File: src/rtl/bip_pkg.sv
// Shared types and defaults for the BIP1 run controller.
// Holds the FSM state encoding, opcode constants and byte indices.
package bip_pkg;

  localparam int NB_INSTRUC_D = 16;
  localparam int NB_OPCODE_D  = 5;
  localparam int NB_ADDR_D    = 11;
  localparam int NB_BYTE_D    = 8;
  localparam int NB_CYC_D     = 32;

  localparam logic [31:0] MAX_CYCLES_D = 32'h000F_FFFF;
  localparam logic [4:0]  HALT_OPC_D   = 5'b00000;

  localparam logic [1:0] BYTE_FIRST = 2'd0;
  localparam logic [1:0] BYTE_LAST  = 2'd3;

  typedef enum logic [2:0] {
    S_IDLE,
    S_LEN_LO,
    S_LOAD_HI,
    S_LOAD_LO,
    S_RUN,
    S_TX_SEND,
    S_TX_WAIT
  } state_t;

endpackage

File: src/rtl/bip_cycle_counter.sv
// Saturating run-cycle counter with a watchdog limit flag.
// Clear wins over enable; freeze holds the value.
module bip_cycle_counter
  import bip_pkg::*;
#(
  parameter int                NB_CYC     = NB_CYC_D,
  parameter logic [NB_CYC-1:0] MAX_CYCLES = NB_CYC'(MAX_CYCLES_D)
) (
  input  logic              i_clk,
  input  logic              i_rst,
  input  logic              i_en,
  input  logic              i_clr,
  input  logic              i_freeze,
  output logic [NB_CYC-1:0] o_count,
  output logic              o_limit
);

  logic [NB_CYC-1:0] r_count;
  logic              w_sat;

  assign w_sat = &r_count;

  always_ff @(posedge i_clk or negedge i_rst) begin
    if (!i_rst) begin
      r_count <= '0;
    end else if (i_clr) begin
      r_count <= '0;
    end else if (i_en && !i_freeze && !w_sat) begin
      r_count <= r_count + 1'b1;
    end
  end

  assign o_count = r_count;
  assign o_limit = (r_count >= MAX_CYCLES);

endmodule

File: src/rtl/bip_run_ctrl.sv
// Loads BIP1 program memory from a byte stream, runs the CPU,
// then returns the 32-bit cycle count MSB first.
module bip_run_ctrl
  import bip_pkg::*;
#(
  parameter int                    NB_INSTRUC  = NB_INSTRUC_D,
  parameter int                    NB_OPCODE   = NB_OPCODE_D,
  parameter int                    NB_ADDR     = NB_ADDR_D,
  parameter int                    NB_BYTE     = NB_BYTE_D,
  parameter int                    NB_CYC      = NB_CYC_D,
  parameter logic [NB_CYC-1:0]     MAX_CYCLES  = NB_CYC'(MAX_CYCLES_D),
  parameter logic [NB_OPCODE-1:0]  HALT_OPCODE = NB_OPCODE'(HALT_OPC_D)
) (
  input  logic                  i_clk,
  input  logic                  i_rst,
  input  logic [NB_BYTE-1:0]    i_rx_data,
  input  logic                  i_rx_valid,
  input  logic [NB_INSTRUC-1:0] i_instruc,
  input  logic                  i_tx_done,
  output logic [NB_ADDR-1:0]    o_pm_addr,
  output logic [NB_INSTRUC-1:0] o_pm_data,
  output logic                  o_pm_we,
  output logic                  o_cpu_rst,
  output logic [NB_BYTE-1:0]    o_tx_data,
  output logic                  o_tx_start,
  output logic                  o_busy,
  output logic                  o_timeout
);

  localparam int NB_LEN = 2 * NB_BYTE;

  state_t                r_state;
  state_t                w_next;
  logic [NB_BYTE-1:0]    r_len_hi;
  logic [NB_LEN-1:0]     r_left;
  logic [NB_ADDR-1:0]    r_addr;
  logic [NB_INSTRUC-1:0] r_data;
  logic                  r_we;
  logic                  r_timeout;
  logic [1:0]            r_k;

  logic [NB_LEN-1:0]     w_len;
  logic                  w_halt;
  logic                  w_limit;
  logic                  w_stop;
  logic                  w_load_end;
  logic                  w_clr;
  logic                  w_en;
  logic [NB_CYC-1:0]     w_count;

  assign w_len  = {r_len_hi, i_rx_data};
  assign w_halt = (i_instruc[NB_INSTRUC-1 -: NB_OPCODE]
                   == HALT_OPCODE);

  // Last word's write pulse occupies LOAD_LO with nothing left.
  assign w_load_end = (r_state == S_LOAD_LO) && (r_left == '0);
  assign w_stop     = (r_state == S_RUN) && (w_halt || w_limit);
  assign w_clr      = (r_state == S_LEN_LO) && i_rx_valid;
  assign w_en       = w_load_end || (r_state == S_RUN);

  bip_cycle_counter #(
    .NB_CYC     (NB_CYC),
    .MAX_CYCLES (MAX_CYCLES)
  ) u_cnt (
    .i_clk    (i_clk),
    .i_rst    (i_rst),
    .i_en     (w_en),
    .i_clr    (w_clr),
    .i_freeze (w_stop),
    .o_count  (w_count),
    .o_limit  (w_limit)
  );

  always_comb begin
    w_next = r_state;
    unique case (r_state)
      S_IDLE:
        if (i_rx_valid) w_next = S_LEN_LO;
      S_LEN_LO:
        if (i_rx_valid)
          w_next = (w_len == '0) ? S_IDLE : S_LOAD_HI;
      S_LOAD_HI:
        if (i_rx_valid) w_next = S_LOAD_LO;
      S_LOAD_LO:
        if (r_left == '0)
          w_next = S_RUN;
        else if (i_rx_valid)
          w_next = (r_left == NB_LEN'(1)) ? S_LOAD_LO
                                          : S_LOAD_HI;
      S_RUN:
        if (w_stop) w_next = S_TX_SEND;
      S_TX_SEND:
        w_next = S_TX_WAIT;
      S_TX_WAIT:
        if (i_tx_done)
          w_next = (r_k == BYTE_LAST) ? S_IDLE : S_TX_SEND;
      default:
        w_next = S_IDLE;
    endcase
  end

  always_ff @(posedge i_clk or negedge i_rst) begin
    if (!i_rst) begin
      r_state   <= S_IDLE;
      r_len_hi  <= '0;
      r_left    <= '0;
      r_addr    <= '0;
      r_data    <= '0;
      r_we      <= 1'b0;
      r_timeout <= 1'b0;
      r_k       <= BYTE_FIRST;
    end else begin
      r_state <= w_next;
      r_we    <= 1'b0;
      if (r_we) r_addr <= r_addr + 1'b1;
      if (r_state == S_IDLE && i_rx_valid)
        r_len_hi <= i_rx_data;
      if (r_state == S_LEN_LO && i_rx_valid) begin
        r_left <= w_len;
        r_addr <= '0;
      end
      if (r_state == S_LOAD_HI && i_rx_valid)
        r_data[NB_INSTRUC-1 -: NB_BYTE] <= i_rx_data;
      if (r_state == S_LOAD_LO && i_rx_valid
          && r_left != '0) begin
        r_data[NB_BYTE-1:0] <= i_rx_data;
        r_we                <= 1'b1;
        r_left              <= r_left - 1'b1;
      end
      if (w_load_end) begin
        r_timeout <= 1'b0;
        r_k       <= BYTE_FIRST;
      end else if (w_stop) begin
        r_timeout <= !w_halt;
      end
      if (r_state == S_TX_WAIT && i_tx_done)
        r_k <= r_k + 1'b1;
    end
  end

  assign o_pm_addr  = r_addr;
  assign o_pm_data  = r_data;
  assign o_pm_we    = r_we;
  assign o_cpu_rst  = (r_state != S_RUN);
  assign o_tx_start = (r_state == S_TX_SEND);
  assign o_busy     = (r_state != S_IDLE);
  assign o_timeout  = r_timeout;
  assign o_tx_data  = NB_BYTE'(w_count >>
                      (NB_BYTE * 32'(BYTE_LAST - r_k)));

endmodule

File: config.mk
export PLATFORM = sky130hd
export DESIGN_NAME = bip_run_ctrl
export DESIGN_NICKNAME = d
export VERILOG_FILES = /design/src/rtl/bip_pkg.sv /design/src/rtl/bip_cycle_counter.sv /design/src/rtl/bip_run_ctrl.sv
export SDC_FILE = /design/constraint.sdc
export NUM_CORES = 1
export LEC_CHECK = 0
export ABC_AREA = 1
export CAP_MARGIN = 20
export CORE_MARGIN = 4
export CORE_UTILIZATION = 45
export DETAILED_ROUTE_END_ITERATION = 7
export GPL_ROUTABILITY_DRIVEN = 0
export PLACE_DENSITY_LB_ADDON = 0.25
export SYNTH_ARGS = -nofsm -noshare
export SYNTH_HDL_FRONTEND = slang
export SYNTH_SLANG_ARGS = --single-unit
export TNS_END_PERCENT = 5
File: constraint.sdc
create_clock -name i_clk -period 2.45 [get_ports i_clk]
set_input_delay 0.245 -clock i_clk [delete_from_list [all_inputs] [get_ports i_clk]]
set_output_delay 0.245 -clock i_clk [all_outputs]
set_load 0.1 [all_outputs]
==> run metrics, run 1 <==
outcome=finished, final reports clean; Netlist cell types=34; Vias per Instance=5.24; P_leak=3.33 nW; count of final setup violators=0; Core Util, Final=55.0%; Adder-Cell Fraction of Synth Area=1.10%; CTS Sinks=90; layout cells sized above 1=12.0%; routed length on met3=962 microns; peak supply drop=1010 uV; CTS tree=yes; first-pass GRT wire length=23.9 mm; CP endpoint kind=output pin; post-synthesis sequential area ratio=39.8%; total track usage=20.4%; DR vias=5,433; Net Count, Synth=845; die area=14,400 sq um; Max Slew Vio Count=0; Yosys Warn Count=0; antenna cells=0; residual DRC count=0; H-tree levels=3; largest net degree at the start of global routing=66; total gr overflow=0; metal2 WL=6.16 mm; row count=40; Fin. Hold Viols=0; relative slew slack=54.6%; ys async rst share=100%; Hold Crit Class=in -> async; Startpoint Class=flop; final worst-path cycle share=90.5%; Top Ports=68; WL per Instance=13.8 microns; number of synthesized register bits=90; Final min period=2.22 ns; 1st-iter DRT viols=441; post-synthesis cell area=5660 sq um; simple logic cell fraction of the synthesized area=38.3%; Met1 Wirelength=6.94 mm; predominant post-synthesis flop cell=dfrtp_1; net count reported at finish=897; RSZ-0062 raised after global routing=no; PostCTS Resize Cnt=0; Power Dens Cells=1140 nW/um^2; clk_skew=0.00636 ns; Worst Path Arrival=1.97 ns; final WL=14.3 mm; post-synthesis compound-gate area fraction=8.86%; post-synthesis xor/xnor area fraction=2.94%; critical path class=reg -> out; Syn-to-layout area delta=18.2%; DR pass1 iterations=5; number of buffers created by CTS=9; critical path fanouts, max=23; maximum operating frequency=451 MHz; antenna violations before repair=0; fill count=1,206; starting density of the core=46.6%; Core ar.=12,200 sq um; Design Power=7.64 mW; count of input and output buffers=56; Max Cap Viol=0; largest family of logic cells by synthesized area=simple AND/OR/NAND/NOR gates; Worst EP required=2.20 ns; Post-Syn Instances=812; mean post-synth cell area=6.97 sq um; hpwl dp=10.3 mm; Die Width=120 microns; clk_lat worst skew=0.35 ns; worst slew pin tran=0.681 ns; CTS clk-pin slew, worst paths=0.07 ns; clock buffer depth=2; mux cell area share after synthesis=0%; height of the die=120 microns; top sig layer=met4; Post-synth EDFFs=0; vias in the first global route=4,816; antenna viol nets, final=0; Root Buffer=clkbuf_16
[layout by cell type (no fill, tap or decap), drive strengths merged, types with 4 or more instances in the layout]
cell,n
nand4,37
a21oi,28
nor2,104
buf,54
o21ai,51
nand2,243
inv,98
clkbuf,9
dfrtp,90
o221ai,6
nor3,8
clkdlybuf4s50,15
xor2,15
nand3,84
xnor2,4
ha,5
[state kept, by name, indices dropped and copies added, names as in the netlist]
register       cells
r_len_hi           8
u_cnt.o_count     32
r_left            16
o_pm_addr         11
r_state            3
o_timeout          1
o_pm_data         16
o_pm_we            1
r_k                2
[critical path: stages, from the launching register on]
cell	delay (ns)
dfrtp_1	0.38
inv_1	0.50
a21oi_1	0.23
a21oi_1	0.29
buf_12	0.22
[synthesized netlist by cell type (2+ instances only)]
master / instances / area, sq um
o221ai_1: 6 / 52.6
buf_6: 2 / 22.5
dfrtp_1: 90 / 2250
nor4_1: 2 / 12.5
o22ai_1: 3 / 18.8
nor2_1: 96 / 360
o21ai_0: 48 / 240
a21oi_1: 28 / 140
nand3_1: 72 / 360
nor2_2: 6 / 37.5
buf_2: 13 / 65.1
buf_1: 2 / 7.51
xor2_1: 15 / 131
nor2_4: 2 / 22.5
inv_2: 5 / 18.8
nand4_1: 36 / 225
nand3_2: 12 / 120
nand2_2: 4 / 25.0
o211ai_1: 3 / 22.5
ha_1: 5 / 62.6
nand2_1: 237 / 890
nor3_1: 8 / 40.0
o21ai_1: 3 / 15.0
a31oi_1: 2 / 12.5
xnor2_1: 4 / 35.0
clkbuf_1: 11 / 41.3
inv_1: 90 / 338
[path summary, 6_finish.rpt]
kind / from / to / slack (ns) / depth (start not counted)
worst max-delay path: r_k[0] / o_tx_data[4] / 0.23 / 4
max in group asynchronous: i_rst / u_cnt.o_count[1] / 1.38 / 3
worst max register to register: r_left[0] / r_left[2] / 0.29 / 10
min in group i_clk: o_pm_data[12] / o_pm_data[12] / 0.50 / 2
worst min-delay path: i_rst / o_pm_data[5] / 0.41 / 2
worst min register to register: o_pm_data[12] / o_pm_data[12] / 0.50 / 2
[timing repair]
action | 4_1_cts | 5_1_grt
setup buffers | 0 | 0
hold buffers | 1 | 0
hold endpoints to repair | 35 | 0
[power by group]
| part | internal, mW | total [mW] | switching (mW) |
|---|---|---|---|
| Combinational | 1.05 | 4.11 | 3.05 |
| Clock | 0.697 | 1.33 | 0.632 |
| Sequential | 1.87 | 2.21 | 0.334 |
[area by class of cell]
class,count,area (sq um),area share (%)
clock buffers,9,225,3.37
multi-input cells,598,2910,43.4
inverters,95,357,5.33
clock inverters,6,50.0,0.748
well taps,168,210,3.14
flip-flops and latches,90,2250,33.7
repair buffers,70,691,10.3
[cell families (layout without fill, tap and decap cells)]
group           count (synthesis)  in the layout
buf+inv                       124            180
flops                          90             90
fa+ha+maj                       5              5
xor+xnor                       19             19
compound gates                 93             93
simple gates                  481            481
[per-stage QoR]
step | setup WS [ns] | setup TNS, ns | std cells | cell area [sq um] | hold slack, ns
global placement | 0.361 | 0 | 1020 | 6410 | 0.252
floorplan | -0.105 | -0.555 | 812 | 5670 | -0.0506
detailed placement | 0.329 | 0 | 1020 | 6410 | 0.252
global route | 0.128 | 0 | 1036 | 6690 | 0.459
CTS | 0.260 | 0 | 1036 | 6690 | 0.425
finish | 0.234 | 0 | 1036 | 6690 | 0.409
[metal layers]
metal,vias to the layer above,global-route usage [%]
li1,2737,-
met1,2490,30.6
met2,182,29.6
met3,24,3.04
met4,0,7.80
met5,-,0
Power figures use the tool's default switching activity.
==> run 2: changes to the inputs <==
clock period = 2.75 ns   (was 2.45 ns; I/O delays follow)
==> run metrics, run 2 (synthesized netlist as in run 1, its figures left out) <==
outcome=finished, final reports clean (unchanged); antenna cells=0 (unchanged); Fin. Hold Viols=0 (unchanged); vias in the first global route=4,975 (was 4,816); height of the die=120 microns (unchanged); relative slew slack=56.4% (was 54.6%); net count reported at finish=894 (was 897); P_leak=3.32 nW (was 3.33 nW); Power Dens Cells=1030 nW/um^2 (was 1140 nW/um^2); critical path fanouts, max=32 (was 23); worst r2r src=r_left[1] (was r_left[0]); Non-Filler Instances=1,034 (was 1,036); layout cells sized above 1=11.7% (was 12.0%); row count=40 (unchanged); Hold Crit Class=in -> async (unchanged); placed inst area=6340 sq um (was 6410 sq um); H-tree levels=3 (unchanged); 1st-iter DRT viols=386 (was 441); first-pass GRT wire length=24.7 mm (was 23.9 mm); Min Hold Slack=0.459 ns (was 0.409 ns); Syn-to-layout area delta=17.7% (was 18.2%); max incr delay on CP=0.37 ns (was 0.50 ns); Worst EP required=2.98 ns (was 2.20 ns); residual DRC count=0 (unchanged); largest net degree at the start of global routing=58 (was 66); clk_lat worst skew=0.35 ns (about the same); Seq. cell area=2250 sq um (unchanged); CP max stage cell=dfrtp_1 (was inv_1); fill count=1,159 (was 1,206); CTS tree=yes (unchanged); max FFs per register=32 (unchanged); Top delay family on crit path=simple AND/OR/NAND/NOR gates (was buffers and inverters); DR pass1 iterations=8 (was 5); number of buffers created by CTS=9 (unchanged); Root Buffer=clkbuf_16 (unchanged); CTS Sinks=90 (unchanged); Top Ports=68 (unchanged); count of input and output buffers=56 (unchanged); count of final setup violators=0 (unchanged); most used cell, CP=nand3_1 (was a21oi_1); die area=14,400 sq um (unchanged); Die Width=120 microns (unchanged); total track usage=20.9% (was 20.4%); total gr overflow=0 (unchanged); commonest cells after routing, fill and taps aside=236 x nand2_1, 96 x nor2_1, 90 x inv_1, 90 x dfrtp_1, 72 x nand3_1 (unchanged); dpl cells=1,017 (was 1,020); DR vias=5,397 (was 5,433); CP endpoint kind=flop (was output pin); critical path class=reg -> reg (was reg -> out); Max Cap Viol=0 (unchanged); Startpoint Class=flop (unchanged); RSZ-0062 raised after global routing=no (unchanged); CTS clk-pin slew, worst paths=0.08 ns (was 0.07 ns); clk_skew=0.00999 ns (was 0.00636 ns); Max Slew Vio Count=0 (unchanged); cell breakdown of the critical path=inv_1 -> ha_1 -> nand3_1 -> nor2_2 -> nand3_1 -> nand2_4 -> nand2_8 -> nand3_1 -> nand2_1 (was inv_1 -> a21oi_1 -> a21oi_1 -> buf_12); starting density of the core=46.6% (unchanged); final worst slack=0.445 ns (was 0.234 ns); final WL=14.3 mm (about the same); clock buffer depth=2 (unchanged); Crit. Startpoint=r_left[1] (was r_k[0]); Final min period=2.31 ns; Final Instance Area=6670 sq um (was 6690 sq um); peak supply drop=1230 uV (was 1010 uV); Worst Path Arrival=2.54 ns (was 1.97 ns); pre-CTS WS=0.467 ns (was 0.329 ns); WL per Instance=13.8 microns (about the same); maximum operating frequency=434 MHz; antenna viol nets, final=0 (unchanged); buffers inserted by post-CTS timing repair=0 (unchanged); worst slew pin tran=0.653 ns (was 0.681 ns); Vias per Instance=5.22 (was 5.24); hpwl dp=10.3 mm (about the same); footprint of the multi-input gates=2900 sq um (was 2910 sq um); buffers and inverters on the worst path=1 (was 2); final worst-path cycle share=83.8%; Core ar.=12,200 sq um (unchanged); antenna violations before repair=0 (unchanged); most common cell after layout, fill and taps aside=nand2_1 (unchanged)
-- run 2: changes by cell type in the layout (fill, tap and decap cells not counted), sizes merged --
| cell | previous run | this run |
|---|---|---|
| inv | 98 | 101 |
| bufinv | 0 | 1 |
| clkinvlp | 1 | 0 |
| clkinv | 2 | 0 |
| buf | 54 | 51 |
-- run 2: worst paths after layout --
path	end	slack, ns	depth (start not counted)
hold reg to reg	o_pm_data[0]	0.50	2
max in group asynchronous	u_cnt.o_count[27]	1.53	3
hold / removal	o_pm_data[5]	0.46	2
setup / recovery	u_cnt.o_count[31]	0.44	9
min in group i_clk	o_pm_data[0]	0.50	2
setup reg to reg	u_cnt.o_count[31]	0.44	9
-- run 2: power breakdown --
group	switching (mW)	internal (mW)
clock	0.592	0.734
sequential	0.302	1.67
combinational	2.68	0.889
total	3.58	3.29
-- run 2: layout make-up --
type,count,area share [%]
Timing Repair Buffer,67,9.46
Sequential cell,90,33.8
Inverter,95,5.35
Tap cell,168,3.15
Multi-Input combinational cell,598,43.5
Clock inverter,7,1.35
Clock buffer,9,3.38
-- run 2: layer usage --
metal	wire (microns)	up-vias	share of wire [%]	global-route usage (%)
met5	0	-	0	0
met4	253	0	1.8	7.23
met3	802	21	5.6	3.23
met2	6190	156	43	30.7
met1	7020	2481	49	31.1
li1	-	2739	-	-
-- run 2: metrics by stage --
stage	total power [mW]	setup TNS, ns	util [%]
after floorplan	4.67	-0.503	-
after global placement	5.53	0	52.1
after detailed placement	5.56	0	52.1
after CTS	6.92	0	54.8
after global routing	7.29	0	54.8
final	6.87	0	54.8
-- run 2: timing repair --
action / 4_1_cts / 5_1_grt
gates resized for setup: 0 / 0
hold buffers: 1 / 0
hold endpoints to repair: 43 / 0
==> run 3: changes to the inputs <==
clock period = 2.4 ns   (was 2.75 ns; I/O delays follow)
==> run metrics, run 3 (synthesized netlist as in run 1, its figures left out) <==
critical path class=reg -> out (was reg -> reg); Top Ports=68 (unchanged); clk_skew=0.00725 ns (was 0.00999 ns); clk_lat worst skew=0.35 ns (about the same); net count reported at finish=895 (was 894); total gr overflow=0 (unchanged); layout cells sized above 1=11.8% (was 11.7%); Syn-to-layout area delta=17.9% (was 17.7%); 1st-iter DRT viols=442 (was 386); antenna viol nets, final=0 (unchanged); WL per Instance=13.8 microns (about the same); Core ar.=12,200 sq um (unchanged); outcome=finished, final reports clean (unchanged); clock buffer depth=2 (unchanged); count of final setup violators=0 (unchanged); vias in the first global route=4,885 (was 4,975); Fin. Hold Viols=0 (unchanged); commonest cells after routing, fill and taps aside=236 x nand2_1, 96 x nor2_1, 90 x inv_1, 90 x dfrtp_1, 72 x nand3_1 (unchanged); peak supply drop=1040 uV (was 1230 uV); RSZ-0062 raised after global routing=no (unchanged); total track usage=20.5% (was 20.9%); starting density of the core=46.6% (unchanged); CTS clk-pin slew, worst paths=0.07 ns (was 0.08 ns); Power Dens Cells=1170 nW/um^2 (was 1030 nW/um^2); Worst Path Arrival=1.93 ns (was 2.54 ns); final worst slack=0.227 ns (was 0.445 ns); antenna violations before repair=0 (unchanged); residual DRC count=0 (unchanged); maximum operating frequency=460 MHz; DR pass1 iterations=5 (was 8); final WL=14.3 mm (about the same); pre-CTS WS=0.343 ns (was 0.467 ns); Final min period=2.17 ns; max FFs per register=32 (unchanged); count of input and output buffers=56 (unchanged); CTS Sinks=90 (unchanged); P_leak=3.32 nW (about the same); Min Hold Slack=0.387 ns (was 0.459 ns); Vias per Instance=5.23 (was 5.22); Die Width=120 microns (unchanged); die area=14,400 sq um (unchanged); height of the die=120 microns (unchanged); row count=40 (unchanged); final worst-path cycle share=90.5%; Design Power=7.80 mW (was 6.87 mW); hpwl dp=10.2 mm (was 10.3 mm); Setup TNS=0 ns (unchanged); CTS tree=yes (unchanged); critical path fanouts, max=23 (was 32); number of buffers created by CTS=9 (unchanged); Startpoint Class=flop (unchanged); Worst EP required=2.16 ns (was 2.98 ns); Root Buffer=clkbuf_16 (unchanged); DR vias=5,409 (was 5,397); antenna cells=0 (unchanged); Max Cap Viol=0 (unchanged); PostCTS Resize Cnt=0 (unchanged); H-tree levels=3 (unchanged); Hold Crit Class=in -> async (unchanged); Max Slew Vio Count=0 (unchanged); Core Util, Final=54.9% (was 54.8%); CP endpoint kind=output pin (was flop); relative slew slack=55.7% (was 56.4%); worst slew pin tran=0.663 ns (was 0.653 ns); most common cell after layout, fill and taps aside=nand2_1 (unchanged); first-pass GRT wire length=24.1 mm (was 24.7 mm); largest net degree at the start of global routing=86 (was 58)
-- run 3: path summary, 6_finish.rpt --
check / startpoint / end / slack [ns] / cells after the start
worst max-delay path: r_k[0] / o_tx_data[4] / 0.23 / 4
worst min-delay path: i_rst / o_pm_data[4] / 0.39 / 2
worst max register to register: r_left[1] / o_pm_data[4] / 0.35 / 9
worst min register to register: o_pm_data[6] / o_pm_data[6] / 0.50 / 2
max in group asynchronous: i_rst / u_cnt.o_count[4] / 1.35 / 3
min in group i_clk: o_pm_data[6] / o_pm_data[6] / 0.50 / 2
-- run 3: cell type report --
cell class              instances  area, sq um
fillers                      1198         5480
inverters                      95          357
clock buffers                  10          229
well taps                     168          210
multi-input cells             598         2910
clock inverters                 6         48.8
repair buffers                 68          676
flip-flops and latches         90         2250
-- run 3: per-stage QoR --
| stage | std cells | area (sq um) |
|---|---|---|
| final | 1035 | 6680 |
| after global routing | 1035 | 6680 |
| after CTS | 1035 | 6680 |
| after detailed placement | 1018 | 6390 |
| after global placement | 1018 | 6390 |
| after floorplan | 812 | 5670 |
-- run 3: timing repair --
action	CTS	global route
hold endpoints to repair	34	0
hold buffers	1	0
buffers inserted	0	0
-- run 3: worst max-delay path, cell delays in order (launching register included) --
cell and delay (ns):
dfrtp_1 0.38, inv_1 0.49, a21oi_1 0.19, a21oi_1 0.30, buf_12 0.22
-- run 3: per-layer routing --
layer	vias up	routed length [microns]	track usage (%)	part of all wire [%]
met1	2486	6840	30.3	48
met5	-	0	0	0
met3	19	999	3.37	7.0
li1	2741	-	-	-
met4	0	231	7.37	1.6
met2	163	6180	30.2	43
-- run 3: where the power goes --
group	internal [mW]	switching [mW]
Sequential	1.91	0.345
Combinational	1.08	3.11
Clock	0.716	0.634
